`src/rtl/branch_update_unit.sv`:
```
// branch_update_unit: in-order tracker of predicted branches.
// Trains the gshare PHT on resolve and flags mispredicts.
module branch_update_unit #(
  parameter int DEPTH       = 4,
  parameter int INDEX_WIDTH = 8,
  parameter int CNT_W       = $clog2(DEPTH) + 1
) (
  input  logic                   clk,
  input  logic                   rst,
  input  logic                   push_valid,
  input  logic [INDEX_WIDTH-1:0] push_index,
  input  logic                   push_prediction,
  output logic                   push_ready,
  input  logic                   resolve_valid,
  input  logic                   resolve_taken,
  input  logic                   flush,
  output logic                   update_enable,
  output logic [INDEX_WIDTH-1:0] update_index,
  output logic                   outcome,
  output logic                   mispredict,
  output logic [CNT_W-1:0]       count,
  output logic                   empty,
  output logic                   full
);

  localparam int PTR_W = $clog2(DEPTH);

  logic [INDEX_WIDTH-1:0] idx_q [DEPTH];
  logic                   pred_q [DEPTH];

  logic [PTR_W-1:0] head;
  logic [PTR_W-1:0] tail;

  logic res_acc;
  logic mis_now;
  logic push_acc;
  logic squash;

  assign full       = (count == CNT_W'(DEPTH));
  assign empty      = (count == '0);
  assign push_ready = !full;

  assign res_acc  = resolve_valid && !empty;
  assign mis_now  = res_acc && (resolve_taken != pred_q[head]);
  assign squash   = mis_now || flush;
  assign push_acc = push_valid && !full && !squash;

  // Entry storage; contents need no reset since count gates validity.
  always_ff @(posedge clk) begin
    if (!rst && push_acc) begin
      idx_q[tail]  <= push_index;
      pred_q[tail] <= push_prediction;
    end
  end

  // Pointers, occupancy and the registered predictor update port.
  always_ff @(posedge clk) begin
    if (rst) begin
      head          <= '0;
      tail          <= '0;
      count         <= '0;
      update_enable <= 1'b0;
      update_index  <= '0;
      outcome       <= 1'b0;
      mispredict    <= 1'b0;
    end else begin
      update_enable <= res_acc;
      mispredict    <= mis_now;
      if (res_acc) begin
        update_index <= idx_q[head];
        outcome      <= resolve_taken;
      end
      if (squash) begin
        head  <= '0;
        tail  <= '0;
        count <= '0;
      end else begin
        if (push_acc) tail <= tail + PTR_W'(1);
        if (res_acc)  head <= head + PTR_W'(1);
        count <= count + CNT_W'(push_acc)
                       - CNT_W'(res_acc);
      end
    end
  end

endmodule

```
`config.mk`:
```
export PLATFORM = sky130hd
export DESIGN_NAME = branch_update_unit
export DESIGN_NICKNAME = d
export VERILOG_FILES = /design/src/rtl/branch_update_unit.sv
export SDC_FILE = /design/constraint.sdc
export NUM_CORES = 1
export LEC_CHECK = 0
export CAP_MARGIN = 10
export CORE_AREA = 4 4 64 90
export CTS_CLUSTER_SIZE = 14
export DETAILED_ROUTE_END_ITERATION = 8
export DIE_AREA = 0 0 68 94
export PLACE_DENSITY = 0.66
export SYNTH_ARGS = -nofsm -noshare
export SYNTH_HDL_FRONTEND = slang
export SYNTH_SLANG_ARGS = --single-unit
```
`constraint.sdc`:
```
create_clock -name clk -period 7.15 [get_ports clk]
set_input_delay 1.43 -clock clk [delete_from_list [all_inputs] [get_ports clk]]
set_output_delay 1.43 -clock clk [all_outputs]
set_load 0.01 [all_outputs]
```
After elaboration in Yosys (flattened, before gate mapping)
Memory sizes are Yosys's and may differ from the RTL's. A register that Yosys moved wholly into a read port is not among the register bits.
Index checks and enable logic that the tools add are counted.
{"block": "word_totals", "mem_bits_rw": 36, "memories": 2, "word_cells": 30, "input_bits": 15, "register_bits": 10, "out_inout_bits": 17}
{"name": "idx_q", "depth": 4, "width": 8, "rd": 1, "rd_ports_with_merged_regs": 1, "write_ports": 1, "line": "28", "text": "logic [INDEX_WIDTH-1:0] idx_q [DEPTH];"}
{"name": "pred_q", "depth": 4, "width": 1, "rd": 1, "rd_ports_with_merged_regs": 1, "write_ports": 1, "line": "29", "text": "logic pred_q [DEPTH];"}
{"block": "op_classes", "reduce_logical": 12, "n_addsub": 4, "eq_ne": 2, "muxes": 4}
{"operator": "$logic_and A1 B1 Y1", "count": 5}
{"operator": "$add A2 B1 Y2 const B", "count": 2}
{"operator": "$logic_not A1 Y1", "count": 4}
{"operator": "$mux W2", "count": 2}
{"operator": "$add A3 B1 Y3", "count": 1}
{"operator": "$eq A3 B3 Y1 const B", "count": 1}
{"operator": "$logic_not A3 Y1", "count": 1}
{"operator": "$sub A3 B1 Y3", "count": 1}
{"operator": "$mux W1", "count": 2}
{"operator": "$reduce_or A2 Y1", "count": 1}
{"operator": "$logic_or A1 B1 Y1", "count": 1}
{"operator": "$ne A1 B1 Y1", "count": 1}

Longest topological paths before layout
{"block": "depth", "word_depth": 10, "mapped_depth": 12, "mapped_depth_nobuf": 10}

Worst setup path after synthesis
OpenSTA, ideal clock, no wires.
{"block": "synth_path", "path_type": "input to register", "from": "input port resolve_valid", "to": "register count[2]", "slack_ns": 3.741, "cell_stages": 11, "setup_time_ns": 0.115, "required_time_ns": 7.035, "path_buffers": 2, "arrival_ns": 3.294, "path_cell_list": "nand2b_1 > clkbuf_1 > buf_2 > o211ai_1 > ha_1 > inv_1 > ha_1 > fa_1 > xnor2_1 > xnor2_1 > and2_1"}
{"block": "synth_via", "elab_chain_cells": 7, "word_cells_on_any_way": 8, "cone_classes": "add/sub (2); reduce/logical (6)"}
{"element": "start: declaration", "line": "14", "text": "input logic resolve_valid,"}
{"element": "$logic_and A1 B1 Y1 *", "line": "43", "text": "assign res_acc = resolve_valid && !empty;"}
{"element": "$logic_and A1 B1 Y1", "line": "44", "text": "assign mis_now = res_acc && (resolve_taken != pred_q[head]);"}
{"element": "$logic_or A1 B1 Y1", "line": "45", "text": "assign squash = mis_now || flush;"}
{"element": "$logic_not A1 Y1", "line": "46", "text": "assign push_acc = push_valid && !full && !squash;"}
{"element": "$logic_and A1 B1 Y1", "line": "46"}
{"element": "$add A3 B1 Y3", "line": "80", "text": "count <= count + CNT_W'(push_acc)"}
{"element": "$sub A3 B1 Y3", "line": "81", "text": "- CNT_W'(res_acc);"}
{"element": "end signal: assignment", "line": "80"}
{"element": "end: declaration", "line": "21", "text": "output logic [CNT_W-1:0] count,"}
Every way passes the cells marked *; elsewhere a longest branch is shown, timed or not.
A chain may end at the register's enable or synchronous reset.

Worst setup path after layout
Same ends and word-level chain as after synthesis.

==> impl_metrics.csv <==
group,metric,value,unit
sta,worst-slew-pin-transition,0.685,ns
routing,drt-vias-per-instance,4.86,
layout,utilization,52.2,%
cts,h-tree-depth,2,
global_routing,grt_use_total,13.0,%
setup_path,slowest_delay,0.41,ns
routing,wl_per_cell,15.4,um
logic_synthesis,synth_top_area_share,49.9,%
cts,clk_path_buf_depth,2,
power_and_ir_drop,ir_drop,0.124,mV
setup_path,cp.required,7.35,ns
setup_path,critPathLaunchType,"input port",
floorplan,die_area,6390,sq um
cts,cts_tree,"done",
routing,wirelength,3750,um
sta,finClkSkew,0.00470,ns
sta,setup_tns,0,ns
worst_hold_path,hold_class,"flip-flop to flip-flop",
layout,final_common_cell,"edfxtp_1",
floorplan,num_rows,31,
cts,clock-root-buffer,"clkbuf_8",
power_and_ir_drop,switching_power,121,uW
setup_path,critPathArrivalTime,3.86,ns
sta,setup_slack,3.49,ns
logic_synthesis,synth_seq_cells,56,
sta,fin_crit_sh,51.3,%
routing,remaining_drc_errors,0,
job,max_cap_violations,0,
logic_synthesis,synthDistinctLibCells,28,
setup_path,critPathKind,"input port to flip-flop",
floorplan,die_w,68,um
setup_path,cp_max_fo,16,
logic_synthesis,netlist_area,2160,sq um
sta,slew_viol_final,0,
logic_synthesis,yosys-top-cells-area,"edfxtp_1, dfxtp_1, mux4_2",
place,port_buffers,31,
logic_synthesis,netlist_instances,146,
setup_path,crit_chain,"clkdlybuf4s50_1, nand2b_1, inv_2, ha_1, inv_1, ha_1, fa_1, xnor2_1, xnor2_1, and2_1",
power_and_ir_drop,p_clk_share,31.3,%
floorplan,coreArea,5040,sq um
cts,clock_sinks,56,
floorplan,dieHeight,94,um
setup_path,crit_start,"resolve_valid",
floorplan,pin_count,32,
power_and_ir_drop,switching_share,20.6,%
routing,vias,1185,
global_routing,grt_pass1_vias,1242,
routing,drtPass1Iterations,4,
logic_synthesis,syn-mean-instance-area,14.8,sq um
place,place.gp.congestion,0.708,
routing,drt_iter0_drc,85,
logic_synthesis,ys_seq_area_share,68.4,%
global_routing,antenna_found_initial,0,
routing,antenna_left,0,
logic_synthesis,ys_warn_count,0,
cts,path_clk_slew,0.09,ns
setup_path,rr_startpoint,"count[1]",
place,hpwl,2700,um
power_and_ir_drop,p_comb_share,8.3,%
power_and_ir_drop,p_per_area,223,nW/um^2
sta,finalSetupViolCount,0,
global_routing,grt_overflow,0,
layout,nets,199,
setup_path,worst-path-buf-inv,3,
sta,rsz0062_at_grt,"false",
logic_synthesis,syn-num-nets,168,
setup_path,cp_top_family,"adder cells",
sta,fmax,0.273,GHz
power_and_ir_drop,total_power,586,uW
cts,post_cts_buffers,0,
power_and_ir_drop,cell_internal_pwr,466,uW
logic_synthesis,yosysTopAreaCell,"edfxtp_1",
sta,layout_min_cycle_time,3.66,ns
layout,diodes,0,
worst_hold_path,hold_start,"update_index[7]",
outcome,outcome,"completed",
sta,slew_headroom,54.3,%
sta,hold_viol_final,0,
power_and_ir_drop,power_frac_seq,60.4,%
cts,clk_latency,0.30,ns
cts,cts_resized,0,
power_and_ir_drop,power.leakage,0.000885,uW
setup_path,crit_path_top_delay_cell,"nand2b_1",
layout,area_growth_syn_to_layout,21.6,%
place,preCtsSetupSlack,3.16,ns
layout,drive_gt1_share,10.7,%
cts,tritoncts.num_buffers,5,
layout,final_cell_mix,"edfxtp_1, clkdlybuf4s50_1, nand2_1, dfxtp_1, a21oi_1",
global_routing,grt_pass1_wl,5920,um
setup_path,cp-end-kind,"flip-flop",
global_routing,grt_max_degree,17,
cts,ctsHoldBuffers,0,
floorplan,initial_utilization,42.9,%
==> layout make-up <==
type	count	area, sq um
clock buffers	7	97.6
well taps	66	82.6
clock inverters	1	5.00
multi-input cells	75	624
flip-flops and latches	56	1480
repair buffers	31	310
fillers	436	2410
inverters	8	30.0
==> synthesized netlist by cell type <==
master	count
edfxtp_1	36
dfxtp_1	20
nand2_1	20
a21oi_1	11
mux4_2	9
inv_1	7
ha_1	6
and2_1	5
clkbuf_1	5
and3_1	4
xnor2_1	4
buf_2	2
nor3_1	2
a21oi_2	1
a31oi_1	1
fa_1	1
inv_2	1
mux2i_1	1
nand2b_1	1
nand3b_1	1
nand4b_1	1
nor2_1	1
nor2b_1	1
o211ai_1	1
or2_2	1
or3_1	1
or3b_1	1
xor2_1	1
==> final timing paths <==
path / end / slack [ns] / depth (start not counted)
worst min-delay path: update_index[7] / 0.46 / 2
worst min register to register: update_index[7] / 0.46 / 2
worst max-delay path: count[2] / 3.49 / 10
worst max register to register: count[2] / 4.35 / 10
==> worst register-to-register path, stage by stage, from the launching register on <==
cell      delay, ns
dfxtp_1        0.34
nor3_1         0.24
nand2b_1       0.49
inv_2          0.22
ha_1           0.33
inv_1          0.04
ha_1           0.19
fa_1           0.41
xnor2_1        0.15
xnor2_1        0.13
and2_1         0.16
==> layer usage <==
metal  track usage, %  wire [um]  vias up
met5                0          0        -
met4             4.48         55        0
met3             3.95        167        5
met2             22.9       2080       30
met1             14.3       1450      568
li1                 -          -      582
==> metrics by stage <==
stage	instances	instance area (sq um)	hold slack, ns
floorplan	146	2160	0.481
global placement	236	2530	0.445
detailed placement	236	2530	0.448
CTS	244	2630	0.462
global route	244	2630	0.483
finish	244	2630	0.456
==> power by group through the flow <==
stage | registers, uW | clock network (uW) | logic [uW]
2_1_floorplan | 362 | 0 | 23.5
3_3_place_gp | 361 | 0 | 47.1
3_5_place_dp | 362 | 0 | 48.9
4_1_cts | 354 | 191 | 49.1
5_1_grt | 355 | 203 | 53.4
6_report | 354 | 184 | 48.5
==> sequential cells by signal, summed over array words and instances (netlist names), named ones only <==
| name | count |
|---|---|
| head | 2 |
| update_index | 8 |
| idx_q | 32 |
| update_enable | 1 |
| outcome | 1 |
| count | 3 |
| tail | 2 |
| mispredict | 1 |
| pred_q | 4 |
==> logic make-up (layout without fill, tap and decap cells) <==
| group | count (synthesis) | after routing | share of synthesized area [%] |
|---|---|---|---|
| buffers and inverters | 15 | 47 | 2.72 |
| AOI/OAI and AO/OA | 14 | 14 | 3.58 |
| xor gates and xnor gates | 5 | 5 | 2.02 |
| and+or+nand+nor | 39 | 39 | 9.02 |
| DFF | 56 | 56 | 68.4 |
| adders and majority gates | 7 | 7 | 4.39 |
| muxes | 10 | 10 | 9.83 |
(Power assumes the default switching activity.)
